### src/rtl/alu_sched.sv
// Round-robin scheduler that shares one combinational ALU between two requesters.
// Define ALU_SCHED_ILLEGAL_CHK_EN to flag opcodes 4'hC-4'hF and force their result to zero.
module alu_sched #(
   parameter int unsigned FIRST_PORT = 0
) (
   input  logic       clk,
   input  logic       rst_n,
   input  logic       req0_valid,
   output logic       req0_ready,
   input  logic [3:0] req0_ctrl,
   input  logic [7:0] req0_x,
   input  logic [7:0] req0_y,
   input  logic       req1_valid,
   output logic       req1_ready,
   input  logic [3:0] req1_ctrl,
   input  logic [7:0] req1_x,
   input  logic [7:0] req1_y,
   output logic       rsp0_valid,
   input  logic       rsp0_ready,
   output logic [7:0] rsp0_out,
   output logic       rsp0_carry,
   output logic       rsp0_err,
   output logic       rsp1_valid,
   input  logic       rsp1_ready,
   output logic [7:0] rsp1_out,
   output logic       rsp1_carry,
   output logic       rsp1_err,
   output logic [3:0] alu_ctrl,
   output logic [7:0] alu_x,
   output logic [7:0] alu_y,
   input  logic [7:0] alu_out,
   input  logic       alu_carry,
   output logic       busy
);

   typedef enum logic [1:0] {IDLE, EXEC, RESP} state_t;

   state_t     state;
   logic       grant;
   logic       last_grant;
   logic       grant_sel;
   logic       accept;
   logic       rsp_hs;
   logic [3:0] op_ctrl;
   logic [7:0] op_x;
   logic [7:0] op_y;
   logic [7:0] res_out;
   logic       res_carry;
   logic       rsp0_valid_q;
   logic       rsp1_valid_q;
   logic       busy_q;
`ifdef ALU_SCHED_ILLEGAL_CHK_EN
   logic       res_err;
`endif

   always_comb begin
      // NOTE: combinational logic uses blocking assignments with a default first, so no latch is inferred.
      grant_sel = 1'b0;
      if (req0_valid && req1_valid) grant_sel = ~last_grant;
      else if (req1_valid)          grant_sel = 1'b1;
   end

   assign req0_ready = (state == IDLE) && req0_valid && !grant_sel;
   assign req1_ready = (state == IDLE) && req1_valid &&  grant_sel;
   assign accept     = req0_ready || req1_ready;
   assign rsp_hs     = (rsp0_valid_q && rsp0_ready) || (rsp1_valid_q && rsp1_ready);

   // NOTE: state uses non-blocking assignments; every register, including the operand and
   // result registers, is cleared on reset so the ALU inputs and responses are defined.
   always_ff @(posedge clk) begin
      if (!rst_n) begin
         state        <= IDLE;
         grant        <= 1'b0;
         last_grant   <= (FIRST_PORT == 0);
         op_ctrl      <= 4'h0;
         op_x         <= 8'h00;
         op_y         <= 8'h00;
         res_out      <= 8'h00;
         res_carry    <= 1'b0;
         rsp0_valid_q <= 1'b0;
         rsp1_valid_q <= 1'b0;
         busy_q       <= 1'b0;
`ifdef ALU_SCHED_ILLEGAL_CHK_EN
         res_err      <= 1'b0;
`endif
      end else begin
         case (state)
            IDLE: begin
               if (accept) begin
                  op_ctrl <= grant_sel ? req1_ctrl : req0_ctrl;
                  op_x    <= grant_sel ? req1_x    : req0_x;
                  op_y    <= grant_sel ? req1_y    : req0_y;
                  grant   <= grant_sel;
                  busy_q  <= 1'b1;
                  state   <= EXEC;
               end
            end
            EXEC: begin
`ifdef ALU_SCHED_ILLEGAL_CHK_EN
               if (op_ctrl >= 4'hC) begin
                  res_out   <= 8'h00;
                  res_carry <= 1'b0;
                  res_err   <= 1'b1;
               end else begin
                  res_out   <= alu_out;
                  res_carry <= alu_carry;
                  res_err   <= 1'b0;
               end
`else
               res_out   <= alu_out;
               res_carry <= alu_carry;
`endif
               rsp0_valid_q <= !grant;
               rsp1_valid_q <= grant;
               state        <= RESP;
            end
            RESP: begin
               // Only the owning port's ready can complete the response.
               if (rsp_hs) begin
                  last_grant   <= grant;
                  rsp0_valid_q <= 1'b0;
                  rsp1_valid_q <= 1'b0;
                  busy_q       <= 1'b0;
                  state        <= IDLE;
               end
            end
            default: state <= IDLE;
         endcase
      end
   end

   assign alu_ctrl   = op_ctrl;
   assign alu_x      = op_x;
   assign alu_y      = op_y;
   assign busy       = busy_q;
   assign rsp0_valid = rsp0_valid_q;
   assign rsp1_valid = rsp1_valid_q;
   assign rsp0_out   = res_out;
   assign rsp1_out   = res_out;
   assign rsp0_carry = res_carry;
   assign rsp1_carry = res_carry;
`ifdef ALU_SCHED_ILLEGAL_CHK_EN
   assign rsp0_err   = res_err;
   assign rsp1_err   = res_err;
`else
   assign rsp0_err   = 1'b0;
   assign rsp1_err   = 1'b0;
`endif

endmodule

### config.mk
export PLATFORM = sky130hd
export DESIGN_NAME = alu_sched
export DESIGN_NICKNAME = d
export VERILOG_FILES = /design/src/rtl/alu_sched.sv
export SDC_FILE = /design/constraint.sdc
export NUM_CORES = 1
export LEC_CHECK = 0
export CAP_MARGIN = 30
export CORE_MARGIN = 1.5
export CORE_UTILIZATION = 50
export DETAILED_ROUTE_END_ITERATION = 10
export DONT_BUFFER_PORTS = 1
export RECOVER_POWER = 50
export SLEW_MARGIN = 15
export SYNTH_ARGS = -nofsm -noshare
export SYNTH_HDL_FRONTEND = slang
export SYNTH_SLANG_ARGS = --single-unit
### constraint.sdc
create_clock -name clk -period 2.98 [get_ports clk]
set_input_delay 0.894 -clock clk [delete_from_list [all_inputs] [get_ports clk]]
set_output_delay 0.894 -clock clk [all_outputs]
set_load 0.01 [all_outputs]
# After elaboration in Yosys (flattened, before gate mapping)
# Cells that the tools add are included.
# Widths: inputs -> output; s select.
[totals]
reg_bits = 36
inputBits = 55
[classes]
eq_ne = 4
n_reduce_logical = 19
bitwise = 1
n_mux = 13
[op_table]
columns = ["cell", "count"]
rows = [
  ["$mux 8", 2],
  ["$reduce_and 2->1", 4],
  ["$logic_and 1x1->1", 7],
  ["$pmux 1 s2", 3],
  ["$pmux 2 s3", 1],
  ["$mux 1", 4],
  ["$mux 2", 2],
  ["$mux 4", 1],
  ["$ne 2x2->1 const B", 2],
  ["$reduce_bool 2->1", 2],
  ["$reduce_and 3->1", 1],
  ["$eq 2x1->1 const B", 1],
  ["$eq 2x2->1 const B", 1],
  ["$logic_not 1->1", 2],
  ["$logic_not 2->1", 1],
  ["$logic_or 1x1->1", 2],
  ["$not 1->1", 1],
]

# Depth between registers and ports, before layout
[depth]
word_depth = 7
ltp_mapped = 4
ltp_nobuf = 3

# Worst setup path after synthesis
# OpenSTA, ideal clock, no wires.
[synth_timing]
path_type = "input port to output port"
startpoint = "input req1_valid"
endpoint = "output req1_ready"
path_buffers = 1
stages = 3
slack_ps = 569
arrival_time_ps = 1517
cell_sequence = "a21bo_1 > buf_2 > nor3_1"
[synth_between]
elab_chain_len = 3
word_cells_on_any_way = 5
cone_classes = "mux: 2; reduce/logical: 3"
[synth_lines]
columns = ["item", "line", "text"]
rows = [
  ["start: declaration", "13", "input logic req1_valid,"],
  ["$mux 1 / $logic_and 1x1->1 (equally long branches)", "60, 59", ""],
  ["$mux 1", "59", "if (req0_valid && req1_valid) grant_sel = ~last_grant;"],
  ["$logic_and 1x1->1 (*)", "64", "assign req1_ready = (state == IDLE) && req1_valid && grant_sel;"],
  ["end: declaration", "14", "output logic req1_ready,"],
]
# Mark *: on every way between the ends. The rest lies on a longest branch, timed or not.

# Worst setup path in the final report
[layout_timing]
startpoint = "input req0_valid"
endpoint = "output req0_ready"
[layout_between]
elab_chain_len = 4
word_cells_on_any_way = 5
cone_classes = "mux: 1; reduce/logical: 4"
[layout_lines]
columns = ["item", "line", "text"]
rows = [
  ["start: declaration", "8", "input logic req0_valid,"],
  ["$logic_and 1x1->1", "59", ""],
  ["$mux 1", "59", ""],
  ["$logic_not 1->1", "63", "assign req0_ready = (state == IDLE) && req0_valid && !grant_sel;"],
  ["$logic_and 1x1->1 (*)", "63", ""],
  ["end: declaration", "9", "output logic req0_ready,"],
]
# Marks and branches as above.

==> results.py <==
metrics = {
    "drt": {
        "ant_nets": 0,
        "drt-wirelength-per-cell_um": 15.5,
        "remaining_drc_errors": 0,
        "first_pass_iters": 4,
        "via_count": 1363,
        "via_per_inst": 5.93,
        "drtIter0Drc": 60,
        "finalWirelength_um": 3570,
    },
    "cts": {
        "cts_htree_levels": 2,
        "root_buffer": "clkbuf_4",
        "cts_hold_buffers": 0,
        "numCtsBuffers": 5,
        "tritoncts": "done",
        "clockBufferDepth": 2,
        "numClockSinks": 36,
        "cts.repair.resized": 0,
        "clock_latency_ns": 0.33,
        "clkTransAtPathRegs_ns": 0.10,
        "post_cts_buffers": 0,
    },
    "power": {
        "finalPower_mw": 1.18,
        "leakage_nw": 0.624,
        "power.density_nw_per_um2": 676,
        "ir_worst_vdd_uv": 341,
    },
    "critical_path": {
        "cp_cell_sequence": "or3b_1 -> a21oi_1",
        "path_buf_inv": 0,
        "critPathArrivalTime_ns": 1.52,
        "slowest_stage": "or3b_1",
        "critPathCaptureType": "output pin",
        "cpPeakStageDelay_ns": 0.36,
        "startpoint_type": "input port",
        "worstPathMaxFanout": 4,
        "required_ns": 2.09,
        "path_class": "input port to output pin",
        "crit_family": "simple AND/OR/NAND/NOR gates",
    },
    "timing": {
        "fmax_ghz": 0.414,
        "slew_headroom_pct": 19.9,
        "finalMaxSlewViolations": 0,
        "finalHoldViolations": 0,
        "min_period_ns": 2.42,
        "fin_crit_sh_pct": 81.1,
        "setup_tns_ns": 0,
        "setup_viol_count_final": 0,
        "worst_slew_pin_slew_ns": 1.20,
        "fin_skew_ns": 0.00282,
        "rsz0062_at_grt": "false",
    },
    "global_routing": {
        "grt_max_degree": 24,
        "antenna_found_initial": 0,
        "grt_pass1_wl_um": 5970,
        "track_usage_pct": 19.1,
        "grt_pass1_vias": 1334,
        "grt-ovfl-total": 0,
    },
    "placed_design": {
        "dp_cells": 222,
        "io_buffers": 0,
        "dpl.hpwl_um": 2620,
        "place.gp.congestion": 0.822,
    },
    "finish": {
        "drive_gt1_share_pct": 17.9,
        "fin_cells": 230,
        "syn2layout_area_growth_pct": 0.000114,
        "fin_nets": 238,
        "antenna-diode-count": 0,
    },
    "logic_synthesis": {
        "netlist_area_um2": 1750,
        "yosys_warnings": 0,
        "ys_ff_latch": 36,
        "syn_inst": 199,
        "synth.avg_cell_area_um2": 8.79,
        "yosysSeqAreaShare_pct": 41.2,
        "synth_cell_types": 30,
    },
    "die": {
        "die_w_um": 62.1,
        "die_area_um2": 3860,
        "core_area_um2": 3340,
        "rows": 21,
        "die_y_um": 62.1,
        "start_util_pct": 52.4,
        "boundaryPins": 100,
    },
    "flow_run": {
        "drv_cap": 0,
    },
    "min_path": {
        "hp-class": "flip-flop to flip-flop",
    },
    "status": {
        "outcome": "complete, no violations",
    },
}
-- cells by family (layout without fill, tap and decap cells) --
group | after synthesis | after routing | synth area share, %
multiplexers | 1 | 1 | 0.572
buffers and inverters | 28 | 12 | 10.0
other | 1 | 2 | 0.214
flip-flops | 36 | 36 | 41.2
AND/OR/NAND/NOR | 75 | 75 | 18.7
AO/OA/AOI/OAI | 58 | 58 | 29.3
-- metrics by stage --
step / setup slack [ns] / hold WS, ns / cell area (um^2) / util [%]
after floorplan: 0.569 / 0.451 / 1750 / -
after global placement: 0.601 / 0.493 / 1670 / 50.1
after detailed placement: 0.569 / 0.484 / 1670 / 50.1
after CTS: 0.569 / 0.500 / 1770 / 52.9
after global routing: 0.549 / 0.532 / 1750 / 52.4
final: 0.563 / 0.507 / 1750 / 52.4
-- Yosys cell counts, drive strengths merged --
cell type,instances,share of area [%]
mux2i,1,0.57
o21bai,1,0.43
a22oi,2,0.86
a21boi,1,0.64
nand3,3,0.86
nand3b,1,0.43
clkbuf,1,0.21
nor3,1,0.29
nor3b,1,0.72
a311oi,20,17
or2,1,0.36
a21bo,1,0.57
a21oi,31,8.9
o2bb2ai,1,0.50
and3,1,0.36
nor2b,1,0.36
nand2,59,13
nand2b,1,0.36
inv,2,0.43
or3b,1,0.50
o21ai,1,0.29
and2,1,0.50
conb,1,0.21
nor2,4,1.3
buf,25,9.4
dfxtp,36,41
-- path summary, 6_finish.rpt --
path	from	endpoint	slack [ns]	cells past startpoint
setup reg to reg	state[0]$_SDFFE_PN0P_	alu_ctrl[0]$_SDFFE_PN0P_	1.33	3
hold / removal	busy$_SDFFE_PN0P_	busy$_SDFFE_PN0P_	0.51	2
setup / recovery	req0_valid	req0_ready	0.56	2
hold reg to reg	busy$_SDFFE_PN0P_	busy$_SDFFE_PN0P_	0.51	2
-- cell type report --
class                   count  area [um^2]
well taps                  46         57.6
clock inverters             1         30.0
fillers                   331         1590
clock buffers               7         65.1
multi-input cells         136          857
flip-flops and latches     36          721
inverters                   2         7.51
repair buffers              2         11.3
-- power by group --
part,internal [mW],leakage [nW],switching (mW)
clock network,0.223,0.0515,0.157
registers,0.535,0.297,0.0704
logic,0.0769,0.275,0.120
total,0.834,0.624,0.348
-- routing by layer --
metal,track usage (%),vias up,wire (um)
met5,0,-,0
met4,6.94,0,53
met3,7.97,6,333
met2,33.6,62,1810
met1,20.6,642,1370
li1,-,653,-
-- cells in the final DEF (no fill, tap or decap), types with 2 or more instances in the layout --
cell type	netlist	routed
nand2_1	59	59
conb_1	1	2
nor2_1	3	3
inv_1	2	2
a22oi_1	2	2
clkbuf_8	0	2
nand3_1	3	3
dfxtp_1	36	36
a21oi_1	31	31
clkbuf_4	0	5
a311oi_2	20	20
-- registers in the layout, summed over array words and instances (netlist names) --
register,count
rsp0_valid,1
alu_ctrl,4
busy,1
rsp0_out,8
alu_y,8
rsp1_valid,1
last_grant,1
rsp0_carry,1
grant,1
alu_x,8
state,2
Power figures use the tool's default switching activity.
